$ cat src/rtl/mc_ctrl_pkg.sv
// Shared definitions for the multicycle MIPS-subset control path:
// opcode/funct constants, ALU and immediate select codes, FSM state encoding.
package mc_ctrl_pkg;

  localparam logic [5:0] OP_RTYPE = 6'h00;
  localparam logic [5:0] OP_ADDI  = 6'h08;
  localparam logic [5:0] OP_ANDI  = 6'h0C;
  localparam logic [5:0] OP_ORI   = 6'h0D;
  localparam logic [5:0] OP_SLTI  = 6'h0A;
  localparam logic [5:0] OP_LUI   = 6'h0F;
  localparam logic [5:0] OP_LW    = 6'h23;
  localparam logic [5:0] OP_SW    = 6'h2B;
  localparam logic [5:0] OP_BEQ   = 6'h04;

  localparam logic [5:0] FN_ADD   = 6'h20;
  localparam logic [5:0] FN_SUB   = 6'h22;
  localparam logic [5:0] FN_AND   = 6'h24;
  localparam logic [5:0] FN_OR    = 6'h25;
  localparam logic [5:0] FN_SLT   = 6'h2A;

  typedef enum logic [2:0] {
    ALU_ADD   = 3'b000,
    ALU_SUB   = 3'b001,
    ALU_AND   = 3'b010,
    ALU_OR    = 3'b011,
    ALU_SLT   = 3'b100,
    ALU_PASSB = 3'b101
  } alu_op_e;

  typedef enum logic [1:0] {
    IMM_SIGN = 2'b00,
    IMM_ZERO = 2'b01,
    IMM_LUI  = 2'b10
  } imm_sel_e;

  typedef enum logic [3:0] {
    FETCH    = 4'd0,
    DECODE   = 4'd1,
    EXEC_R   = 4'd2,
    EXEC_I   = 4'd3,
    WB_R     = 4'd4,
    WB_I     = 4'd5,
    MEM_ADDR = 4'd6,
    MEM_RD   = 4'd7,
    MEM_WR   = 4'd8,
    WB_MEM   = 4'd9,
    BRANCH   = 4'd10
  } state_e;

  // States that wait on mem_ready and are guarded by the bus timeout.
  function automatic logic is_mem_wait(input state_e s);
    return (s == FETCH) || (s == MEM_RD) || (s == MEM_WR);
  endfunction

endpackage

$ cat src/rtl/mc_ctrl_fsm_if.sv
// Control bus between the multicycle FSM (master) and the datapath/memory (slave).
interface mc_ctrl_fsm_if #(
  parameter int unsigned CNT_W = 32
);
  logic [5:0]       opcode;
  logic [5:0]       funct;
  logic             zero;
  logic             mem_ready;
  logic             mem_read;
  logic             mem_write;
  logic             ir_write;
  logic             pc_write;
  logic             pc_src;
  logic             iord;
  logic             alu_src_b;
  logic [1:0]       imm_sel;
  logic [2:0]       alu_op;
  logic             reg_write;
  logic             reg_dst;
  logic             mem_to_reg;
  logic             illegal_op;
  logic             bus_err;
  logic [CNT_W-1:0] retired;
  logic [3:0]       state_dbg;

  modport master (
    input  opcode, funct, zero, mem_ready,
    output mem_read, mem_write, ir_write, pc_write, pc_src, iord, alu_src_b,
           imm_sel, alu_op, reg_write, reg_dst, mem_to_reg, illegal_op, bus_err,
           retired, state_dbg
  );

  modport slave (
    output opcode, funct, zero, mem_ready,
    input  mem_read, mem_write, ir_write, pc_write, pc_src, iord, alu_src_b,
           imm_sel, alu_op, reg_write, reg_dst, mem_to_reg, illegal_op, bus_err,
           retired, state_dbg
  );
endinterface

$ cat src/rtl/mc_alu_dec.sv
// Combinational instruction decode: {opcode,funct} -> ALU operation, immediate
// form, ALU B-operand select and legality.
module mc_alu_dec
  import mc_ctrl_pkg::*;
(
  input  logic [5:0] opcode,
  input  logic [5:0] funct,
  output alu_op_e    alu_op,
  output imm_sel_e   imm_sel,
  output logic       alu_src_b,
  output logic       legal
);

  always_comb begin
    alu_op    = ALU_ADD;
    imm_sel   = IMM_SIGN;
    alu_src_b = 1'b0;
    legal     = 1'b1;
    case (opcode)
      OP_RTYPE: begin
        case (funct)
          FN_ADD:  alu_op = ALU_ADD;
          FN_SUB:  alu_op = ALU_SUB;
          FN_AND:  alu_op = ALU_AND;
          FN_OR:   alu_op = ALU_OR;
          FN_SLT:  alu_op = ALU_SLT;
          default: legal  = 1'b0;
        endcase
      end
      OP_ADDI: alu_src_b = 1'b1;
      OP_ANDI: begin
        alu_op    = ALU_AND;
        imm_sel   = IMM_ZERO;
        alu_src_b = 1'b1;
      end
      OP_ORI: begin
        alu_op    = ALU_OR;
        imm_sel   = IMM_ZERO;
        alu_src_b = 1'b1;
      end
      OP_SLTI: begin
        alu_op    = ALU_SLT;
        alu_src_b = 1'b1;
      end
      OP_LUI: begin
        alu_op    = ALU_PASSB;
        imm_sel   = IMM_LUI;
        alu_src_b = 1'b1;
      end
      // Address computation: base + sign-extended offset.
      OP_LW, OP_SW: alu_src_b = 1'b1;
      OP_BEQ:       alu_op    = ALU_SUB;
      default:      legal     = 1'b0;
    endcase
  end

endmodule

$ cat src/rtl/mc_ctrl_fsm.sv
// Multicycle control FSM for the MIPS-subset datapath, with memory-ready
// timeout, illegal-instruction flag and retired-instruction counter.
module mc_ctrl_fsm
  import mc_ctrl_pkg::*;
#(
  parameter int unsigned MEM_WAIT_MAX = 15,
  parameter int unsigned CNT_W        = 32
) (
  input  logic          clk,
  input  logic          rst_n,
  mc_ctrl_fsm_if.master bus
);

  state_e           state;
  state_e           state_nxt;
  logic [7:0]       wait_cnt;
  logic             in_wait;
  logic             timeout;
  logic             retire;
  logic [CNT_W-1:0] retired_q;

  alu_op_e          dec_alu_op;
  imm_sel_e         dec_imm_sel;
  logic             dec_src_b;
  logic             dec_legal;

  mc_alu_dec u_alu_dec (
    .opcode    (bus.opcode),
    .funct     (bus.funct),
    .alu_op    (dec_alu_op),
    .imm_sel   (dec_imm_sel),
    .alu_src_b (dec_src_b),
    .legal     (dec_legal)
  );

  assign in_wait = is_mem_wait(state);
  // Fires on the MEM_WAIT_MAX-th consecutive cycle without mem_ready.
  assign timeout = in_wait && !bus.mem_ready && (wait_cnt == 8'(MEM_WAIT_MAX - 1));
  assign retire  = (state == WB_R) || (state == WB_I) || (state == WB_MEM) ||
                   (state == BRANCH) || ((state == MEM_WR) && bus.mem_ready);

  always_ff @(posedge clk or negedge rst_n) begin
    if (!rst_n) state <= FETCH;
    else        state <= state_nxt;
  end

  always_comb begin
    state_nxt = state;
    case (state)
      FETCH: begin
        if (bus.mem_ready) state_nxt = DECODE;
        else if (timeout)  state_nxt = FETCH;
      end
      DECODE: begin
        if (!dec_legal) state_nxt = FETCH;
        else begin
          case (bus.opcode)
            OP_RTYPE:     state_nxt = EXEC_R;
            OP_LW, OP_SW: state_nxt = MEM_ADDR;
            OP_BEQ:       state_nxt = BRANCH;
            default:      state_nxt = EXEC_I;
          endcase
        end
      end
      EXEC_R:   state_nxt = WB_R;
      EXEC_I:   state_nxt = WB_I;
      WB_R:     state_nxt = FETCH;
      WB_I:     state_nxt = FETCH;
      MEM_ADDR: state_nxt = (bus.opcode == OP_LW) ? MEM_RD : MEM_WR;
      MEM_RD: begin
        if (bus.mem_ready) state_nxt = WB_MEM;
        else if (timeout)  state_nxt = FETCH;
      end
      MEM_WR: begin
        if (bus.mem_ready || timeout) state_nxt = FETCH;
      end
      WB_MEM:   state_nxt = FETCH;
      BRANCH:   state_nxt = FETCH;
      default:  state_nxt = FETCH;
    endcase
  end

  // Reset forces every output low combinationally, including the FETCH strobes.
  always_comb begin
    bus.mem_read   = 1'b0;
    bus.mem_write  = 1'b0;
    bus.ir_write   = 1'b0;
    bus.pc_write   = 1'b0;
    bus.pc_src     = 1'b0;
    bus.iord       = 1'b0;
    bus.alu_src_b  = 1'b0;
    bus.imm_sel    = '0;
    bus.alu_op     = '0;
    bus.reg_write  = 1'b0;
    bus.reg_dst    = 1'b0;
    bus.mem_to_reg = 1'b0;
    bus.illegal_op = 1'b0;
    bus.bus_err    = 1'b0;
    bus.state_dbg  = '0;
    if (rst_n) begin
      bus.state_dbg = state;
      bus.bus_err   = timeout;
      case (state)
        FETCH: begin
          bus.mem_read = 1'b1;
          bus.ir_write = bus.mem_ready;
          bus.pc_write = bus.mem_ready;
        end
        DECODE: bus.illegal_op = !dec_legal;
        EXEC_R, EXEC_I, MEM_ADDR: begin
          bus.alu_src_b = dec_src_b;
          bus.imm_sel   = dec_imm_sel;
          bus.alu_op    = dec_alu_op;
        end
        WB_R: begin
          bus.reg_write = 1'b1;
          bus.reg_dst   = 1'b1;
        end
        WB_I: bus.reg_write = 1'b1;
        MEM_RD: begin
          bus.mem_read = 1'b1;
          bus.iord     = 1'b1;
        end
        MEM_WR: begin
          bus.mem_write = 1'b1;
          bus.iord      = 1'b1;
        end
        WB_MEM: begin
          bus.reg_write  = 1'b1;
          bus.mem_to_reg = 1'b1;
        end
        BRANCH: begin
          bus.alu_src_b = dec_src_b;
          bus.alu_op    = dec_alu_op;
          bus.pc_src    = 1'b1;
          bus.pc_write  = bus.zero;
        end
        default: ;
      endcase
    end
  end

  always_ff @(posedge clk or negedge rst_n) begin
    if (!rst_n)                                     wait_cnt <= '0;
    else if (in_wait && !bus.mem_ready && !timeout) wait_cnt <= wait_cnt + 8'd1;
    else                                            wait_cnt <= '0;
  end

  always_ff @(posedge clk or negedge rst_n) begin
    if (!rst_n)      retired_q <= '0;
    else if (retire) retired_q <= retired_q + CNT_W'(1);
  end

  assign bus.retired = retired_q;

endmodule

$ cat src/flat_wrapper.sv
// flat-port wrapper written by rule: the top's interface ports become plain ports
module mc_ctrl_fsm_flat import mc_ctrl_pkg::*;
#(
  parameter int unsigned MEM_WAIT_MAX = 15,
  parameter int unsigned CNT_W        = 32
)
  (clk, rst_n, bus_opcode, bus_funct, bus_zero, bus_mem_ready, bus_mem_read, bus_mem_write, bus_ir_write, bus_pc_write, bus_pc_src, bus_iord, bus_alu_src_b, bus_imm_sel, bus_alu_op, bus_reg_write, bus_reg_dst, bus_mem_to_reg, bus_illegal_op, bus_bus_err, bus_retired, bus_state_dbg);
  mc_ctrl_fsm_if #(.CNT_W(CNT_W)) bus_i ();
  input  logic clk;
  input  logic rst_n;
  input wire logic [$bits(bus_i.opcode)-1:0] bus_opcode;
  input wire logic [$bits(bus_i.funct)-1:0] bus_funct;
  input wire logic [$bits(bus_i.zero)-1:0] bus_zero;
  input wire logic [$bits(bus_i.mem_ready)-1:0] bus_mem_ready;
  output wire logic [$bits(bus_i.mem_read)-1:0] bus_mem_read;
  output wire logic [$bits(bus_i.mem_write)-1:0] bus_mem_write;
  output wire logic [$bits(bus_i.ir_write)-1:0] bus_ir_write;
  output wire logic [$bits(bus_i.pc_write)-1:0] bus_pc_write;
  output wire logic [$bits(bus_i.pc_src)-1:0] bus_pc_src;
  output wire logic [$bits(bus_i.iord)-1:0] bus_iord;
  output wire logic [$bits(bus_i.alu_src_b)-1:0] bus_alu_src_b;
  output wire logic [$bits(bus_i.imm_sel)-1:0] bus_imm_sel;
  output wire logic [$bits(bus_i.alu_op)-1:0] bus_alu_op;
  output wire logic [$bits(bus_i.reg_write)-1:0] bus_reg_write;
  output wire logic [$bits(bus_i.reg_dst)-1:0] bus_reg_dst;
  output wire logic [$bits(bus_i.mem_to_reg)-1:0] bus_mem_to_reg;
  output wire logic [$bits(bus_i.illegal_op)-1:0] bus_illegal_op;
  output wire logic [$bits(bus_i.bus_err)-1:0] bus_bus_err;
  output wire logic [$bits(bus_i.retired)-1:0] bus_retired;
  output wire logic [$bits(bus_i.state_dbg)-1:0] bus_state_dbg;
  assign bus_i.opcode = bus_opcode;
  assign bus_i.funct = bus_funct;
  assign bus_i.zero = bus_zero;
  assign bus_i.mem_ready = bus_mem_ready;
  assign bus_mem_read = bus_i.mem_read;
  assign bus_mem_write = bus_i.mem_write;
  assign bus_ir_write = bus_i.ir_write;
  assign bus_pc_write = bus_i.pc_write;
  assign bus_pc_src = bus_i.pc_src;
  assign bus_iord = bus_i.iord;
  assign bus_alu_src_b = bus_i.alu_src_b;
  assign bus_imm_sel = bus_i.imm_sel;
  assign bus_alu_op = bus_i.alu_op;
  assign bus_reg_write = bus_i.reg_write;
  assign bus_reg_dst = bus_i.reg_dst;
  assign bus_mem_to_reg = bus_i.mem_to_reg;
  assign bus_illegal_op = bus_i.illegal_op;
  assign bus_bus_err = bus_i.bus_err;
  assign bus_retired = bus_i.retired;
  assign bus_state_dbg = bus_i.state_dbg;
  mc_ctrl_fsm #(.MEM_WAIT_MAX(MEM_WAIT_MAX), .CNT_W(CNT_W)) u_core (.clk(clk), .rst_n(rst_n), .bus(bus_i));
endmodule
$ cat config.mk
export PLATFORM = sky130hd
export DESIGN_NAME = mc_ctrl_fsm_flat
export DESIGN_NICKNAME = d
export VERILOG_FILES = /design/src/rtl/mc_ctrl_pkg.sv /design/src/rtl/mc_ctrl_fsm_if.sv /design/src/rtl/mc_alu_dec.sv /design/src/rtl/mc_ctrl_fsm.sv /design/src/flat_wrapper.sv
export SDC_FILE = /design/constraint.sdc
export NUM_CORES = 1
export LEC_CHECK = 0
export ABC_AREA = 1
export BUFFER_PORTS_ARGS = -buffer_cell sky130_fd_sc_hd__buf_2
export CORE_MARGIN = 3
export CORE_UTILIZATION = 45
export CTS_BUF_LIST = sky130_fd_sc_hd__clkbuf_4 sky130_fd_sc_hd__clkbuf_8
export DETAILED_ROUTE_END_ITERATION = 6
export HOLD_SLACK_MARGIN = 0.02
export PLACE_DENSITY = 0.65
export RECOVER_POWER = 100
export SETUP_SLACK_MARGIN = 0.3
export SYNTH_ARGS = -nofsm -noshare
export SYNTH_HDL_FRONTEND = slang
export SYNTH_SLANG_ARGS = --single-unit
$ cat constraint.sdc
create_clock -name clk -period 2.1 [get_ports clk]
set_clock_uncertainty 0.05 [all_clocks]
set_input_delay 0 -clock clk [delete_from_list [all_inputs] [get_ports clk]]
set_output_delay 0 -clock clk [all_outputs]
set_load 0.005 [all_outputs]
==> results of run 1 <==
[stage by stage]
stage / util / setup slack (ns) / hold WS, ns / std cells / total power, mW
after floorplan: - / 0.518 / -0.346 / 498 / 1.61
after global placement: 0.549 / 0.509 / -0.115 / 657 / 1.89
after detailed placement: 0.549 / 0.506 / -0.0991 / 657 / 1.90
after CTS: 0.568 / 0.303 / 0.0242 / 668 / 2.46
after global routing: 0.563 / 0.167 / 0.0449 / 671 / 2.65
final: 0.563 / 0.333 / 0.0203 / 671 / 2.44
[synthesized netlist by cell type, drive strengths merged (5+ instances only)]
master	instances	share of area
nand3	37	0.064
nand4	5	0.0099
a21oi	8	0.013
xor2	8	0.022
nor3	8	0.016
o21ai	18	0.029
nand3b	7	0.017
nor2	96	0.12
buf	5	0.013
dfrtp	44	0.35
inv	56	0.067
xnor2	9	0.025
nand2	184	0.22
[logic make-up after synthesis]
family,after synthesis,synth area share
AND/OR/NAND/NOR,341,0.459
flip-flops,44,0.349
XOR/XNOR,17,0.0472
AO/OA/AOI/OAI,30,0.0504
buffers and inverters,63,0.0818
adder cells (fa/ha/maj),3,0.0119
[layout make-up]
type | count | area share
inverter | 57 | 0.0578
timing repair buffer | 78 | 0.104
sequential | 44 | 0.299
clock buffer | 5 | 0.0186
clock inverter | 3 | 0.00643
tap | 93 | 0.0315
multi-input combinational | 391 | 0.483
[how the worst max path moves through the flow]
| stage | end | slack [ns] | cells past startpoint |
|---|---|---|---|
| 6_report | bus_alu_op[1] | 0.33 | 8 |
| 3_5_place_dp | u_core.bus.retired[24] | 0.51 | 10 |
| 5_1_grt | bus_alu_op[1] | 0.17 | 8 |
| 4_1_cts | bus_alu_op[1] | 0.30 | 8 |
| 2_1_floorplan | u_core.bus.retired[28] | 0.52 | 8 |
| 3_3_place_gp | u_core.bus.retired[7] | 0.51 | 9 |
[layer usage]
layer,vias to the layer above,wire (um),track usage
li1,1708,-,-
met1,1452,3700,0.272
met2,88,3990,0.365
met3,16,411,0.0420
met4,0,207,0.0758
met5,-,0,0
[flip-flops by register name, summed over array words and instances (netlist names)]
| name | flops |
|---|---|
| u_core.bus.retired | 32 |
| u_core.wait_cnt | 8 |
| u_core.state | 4 |
[repair_timing]
action / in CTS / in global routing
hold buffers: 3 / 0
endpoints found under the hold margin: 23 / 0
setup buffers: 0 / 3
gates resized for setup: 0 / 14
setup endpoints to repair: 0 / 7
[worst min-delay path, delay by kind of cell]
family,cells,cell delay [ns]
buf+inv,1,0.13
compound gates,1,0.10
simple gates,1,0.10
[where the power goes]
| group | internal (mW) | total (mW) | switching (mW) |
|---|---|---|---|
| Sequential | 0.936 | 1.04 | 0.101 |
| Clock | 0.236 | 0.556 | 0.320 |
| Combinational | 0.290 | 0.849 | 0.559 |
| Total | 1.46 | 2.44 | 0.980 |
==> results_dict.tcl, run 1 <==
set metrics [dict create \
    r2r_cells 9 \
    synth-edff-count 0 \
    syn_area_um2 3150 \
    drive_above_1_share 0.106 \
    drt_iter0_drc 174 \
    startpoint "bus_opcode[4]" \
    timing.fmax_mhz 566 \
    clk_pin_slew_ns 0.09 \
    final_common_cell "nand2_1" \
    hold_viol 0 \
    clk_path_buf_depth 2 \
    synth-main-ff-cell "dfrtp_1" \
    worstHoldPathType "in -> reg" \
    drc 0 \
    num_antenna_cells 0 \
    synth_warnings 0 \
    rsz0062_at_grt "true" \
    final.setup.tns_ns 0 \
    clk-insertion-delay-late_ns 0.30 \
    pin_count 69 \
    layout_common_cells "nand2_1 (183), nor2_1 (89), inv_1 (53), dfrtp_1 (41), clkbuf_1 (40)" \
    start_util 0.480 \
    crit_chain "dlygate4sd3_1 -> clkbuf_1 -> nor2_1 -> nand3_1 -> nor2_1 -> o21ai_1 -> a21oi_1 -> buf_2" \
    max_cap_viol_count 0 \
    crit_type "in -> out" \
    end_kind "output port" \
    critPathMaxFanout 7 \
    hpwl_um 6570 \
    die_area_um2 8040 \
    postSynthAreaPerCell_um2 6.33 \
    min_period_over_period 0.842 \
    cts_sinks 44 \
    grt_pass1_wl_um 13700 \
    drtAntennaViolNets 0 \
    drt_first_pass_iters 5 \
    synth_cells 498 \
    min_to "u_core.state[3]" \
    ir_worst_vdd_mv 0.509 \
    cpMaxStageDelayCell "dlygate4sd3_1" \
    synth.distinct_cells 32 \
    root_buffer "clkbuf_8" \
    num_vias 3264 \
    required_ns 2.05 \
    tightest_slew_ns 0.606 \
    crit_family "buffers and inverters" \
    final_area_um2 3700 \
    antenna_found_initial 0 \
    coreArea_um2 6570 \
    cpPeakStageDelay_ns 0.53 \
    ys_ff_latch 44 \
    powerDensity_nw_per_um2 660 \
    syn-num-nets 517 \
    slew_headroom 0.596 \
    layout_min_cycle_time_ns 1.77 \
    via_per_inst 4.86 \
    setup_viol 0 \
    p_leak_nw 1.74 \
    reg2reg_from "u_core.state[3]" \
    multiInputGateArea_um2 1790 \
    placed_cell_area_um2 3610 \
    final_nets 596 \
    fp.dieW_um 89.7 \
    cts_buffers 5 \
    grt_pass1_vias 3087 \
    grt_max_degree 39 \
    min_from "bus_opcode[2]" \
    crit_arrival_ns 1.72 \
    start_kind "input port" \
    async_flop_share 1.00 \
    outcome "finished clean" \
    drt_wl_total_um 8310 \
    die_h_um 89.7 \
    ys_seq_area_frac 0.349 \
    gp_congestion 0.946 \
    grtUsageTotal 0.215 \
    cts_tree "built" \
    htreeDepth 2 \
    finalMaxSlewViolations 0 \
    ff2ff_setup_slack_ns 0.35 \
    grt_remaining_overflow 0 \
    area_growth_pct 17.4 \
    rows 29 \
    portBuffers 68 \
    fillers 706 \
    min_delay_path_depth 3 \
    post_drt_wl_per_cell_um 12.4 \
    r2r_end "u_core.bus.retired[8]" \
    critPathBufInv 3 \
    crit_top_cell "nor2_1" \
    seq_area_um2 1100 \
]
(Power assumes the default switching activity.)
==> run 2, diff against run 1 <==
==> constraint.sdc (replaced) <==
create_clock -name clk -period 1.8 [get_ports clk]
set_clock_uncertainty 0.05 [all_clocks]
set_input_delay 0 -clock clk [delete_from_list [all_inputs] [get_ports clk]]
set_output_delay 0 -clock clk [all_outputs]
set_load 0.005 [all_outputs]
==> run 2 against run 1 <==
Compared with the run above:
- first-iteration DRC count up 8.0%
- non-clock buffer count up 31
- register-to-register slack worse by 0.19 ns
- sequential power up 22%
- core utilization up 10 points
- sequential share of layout area down 4.5 points
- critical path depth up 2
- combinational power up 110%
- global-route usage up 1.8 points
- via count up 8.8%
- clock power up 21%
- wire length up 16%
- critical path type is now reg -> reg
==> results_dict.tcl, run 2 (synthesis results as in run 1) <==
set metrics [dict create \
    min_period_over_period 0.909 \
    setup_viol 0 \
    power.switching_mw 1.49 \
    grt_max_degree 34 \
    ir_worst_vdd_mv 0.544 \
    final.setup.tns_ns 0 \
    min_to "u_core.state[3]" \
    cts_sinks 44 \
    fp.dieW_um 89.7 \
    grt_remaining_overflow 0 \
    drive_above_1_share 0.292 \
    reg2reg_from "u_core.state[2]" \
    die_area_um2 8040 \
    end_kind "register" \
    pre_cts_slack_ns 0.187 \
    crit_type "reg -> reg" \
    drtAntennaViolNets 0 \
    final_area_um2 4360 \
    crit_arrival_ns 1.78 \
    switching_share 0.403 \
    cts_tree "built" \
    largest_reg_flops 32 \
    holdWs_ns 0.0395 \
    drt_wl_total_um 9600 \
    via_per_inst 5.05 \
    internal-power_mw 2.21 \
    coreArea_um2 6570 \
    finalMaxSlewViolations 0 \
    hold_viol 0 \
    placed_cell_area_um2 3610 \
    pin_count 69 \
    tightest_slew_ns 0.648 \
    post_drt_wl_per_cell_um 13.7 \
    max_cap_viol_count 0 \
    drt_iter0_drc 188 \
    outcome "finished clean" \
    p_leak_nw 2.14 \
    min_delay_path_depth 3 \
    final_util 0.664 \
    final_nets 628 \
    p_clk_frac 0.181 \
    critPathMaxFanout 7 \
    num_antenna_cells 0 \
    worstHoldPathType "in -> reg" \
    start_kind "register" \
    layout_min_cycle_time_ns 1.64 \
    final_cells 703 \
    drt_first_pass_iters 4 \
    power_frac_seq 0.343 \
    cts_buffers 5 \
    required_ns 1.94 \
    grtUsageTotal 0.233 \
    hpwl_um 6420 \
    portBuffers 68 \
    die_h_um 89.7 \
    grt_pass1_vias 3313 \
    htreeDepth 2 \
    min_from "bus_opcode[2]" \
    r2r_end "u_core.bus.retired[17]" \
    final_common_cell "nand2_1" \
    placedCellCount 657 \
    ff2ff_setup_slack_ns 0.16 \
    drc 0 \
    rows 29 \
    setup_ws_ns 0.164 \
    p_total_mw 3.70 \
    start_util 0.480 \
    grt_pass1_wl_um 14700 \
    clk_pin_slew_ns 0.08 \
    slew_headroom 0.568 \
    num_vias 3550 \
    clk-insertion-delay-late_ns 0.30 \
    gp_congestion 0.886 \
    rsz0062_at_grt "true" \
    antenna_found_initial 0 \
    r2r_cells 10 \
    area_growth_pct 38.4 \
    root_buffer "clkbuf_8" \
    combPwrFrac 0.476 \
    clk_path_buf_depth 2 \
    powerDensity_nw_per_um2 847 \
    timing.fmax_mhz 611 \
    layout_common_cells "nand2_1 (165), nor2_1 (67), buf_2 (51), inv_1 (47), dfrtp_1 (39)" \
]
run 2: cell types whose count changed in the layout (fill, tap and decap cells not counted), sizes merged:
cell,previous run,this run
inv,56,55
buf,30,80
bufbuf,0,1
clkbuf,50,32
run 2: layer usage:
layer  routed length, um  vias up  track usage
met3                 517       28       0.0511
met1                3960     1624        0.276
li1                    -     1779            -
met4                 318        0        0.107
met5                   0        -            0
met2                4810      119        0.402
run 2: how the worst max path moves through the flow:
stage                      startpoint                     end  slack (ns)  depth (start not counted)
2_1_floorplan   u_core.bus.retired[0]  u_core.bus.retired[28]        0.33                          8
3_3_place_gp   u_core.bus.retired[12]  u_core.bus.retired[22]        0.22                          7
3_5_place_dp          u_core.state[0]  u_core.bus.retired[16]        0.19                          9
4_1_cts               u_core.state[2]           bus_alu_op[1]        0.22                          8
5_1_grt               u_core.state[2]             bus_bus_err        0.06                          8
6_report              u_core.state[2]  u_core.bus.retired[17]        0.16                         10
run 2: area by class of cell:
type,instances,area (um2)
Fill cell,590,2200
Multi-Input combinational cell,391,2120
Sequential cell,44,1110
Timing Repair Buffer,109,697
Inverter,57,220
Tap cell,93,116
Clock buffer,7,83.8
Clock inverter,1,8.76
Timing Repair inverter,1,7.51
run 2: power groups by stage:
| stage | logic (mW) | registers (mW) | clock network, mW |
|---|---|---|---|
| 3_3_place_gp | 0.948 | 1.25 | 0 |
| 4_1_cts | 1.46 | 1.22 | 0.681 |
| 2_1_floorplan | 0.660 | 1.23 | 0 |
| 3_5_place_dp | 0.941 | 1.25 | 0 |
| 6_report | 1.76 | 1.27 | 0.671 |
| 5_1_grt | 1.91 | 1.29 | 0.730 |
run 2: worst max-delay path, stage by stage (launching register included):
cell and delay [ns]:
dfrtp_2 0.46, inv_2 0.08, nand2_4 0.06, nor2_4 0.18, buf_12 0.13, nor2_4 0.03, nand2_4 0.09, buf_12 0.14
clkinvlp_4 0.15, nand2_1 0.11, nand2_1 0.05
run 2: what timing repair did:
action	4_1_cts	5_1_grt
hold endpoints to repair	46	0
setup endpoints to repair	32	54
cloned	3	0
hold buffers	3	0
resized for setup	42	73
pin swaps	14	32
setup buffers	17	15
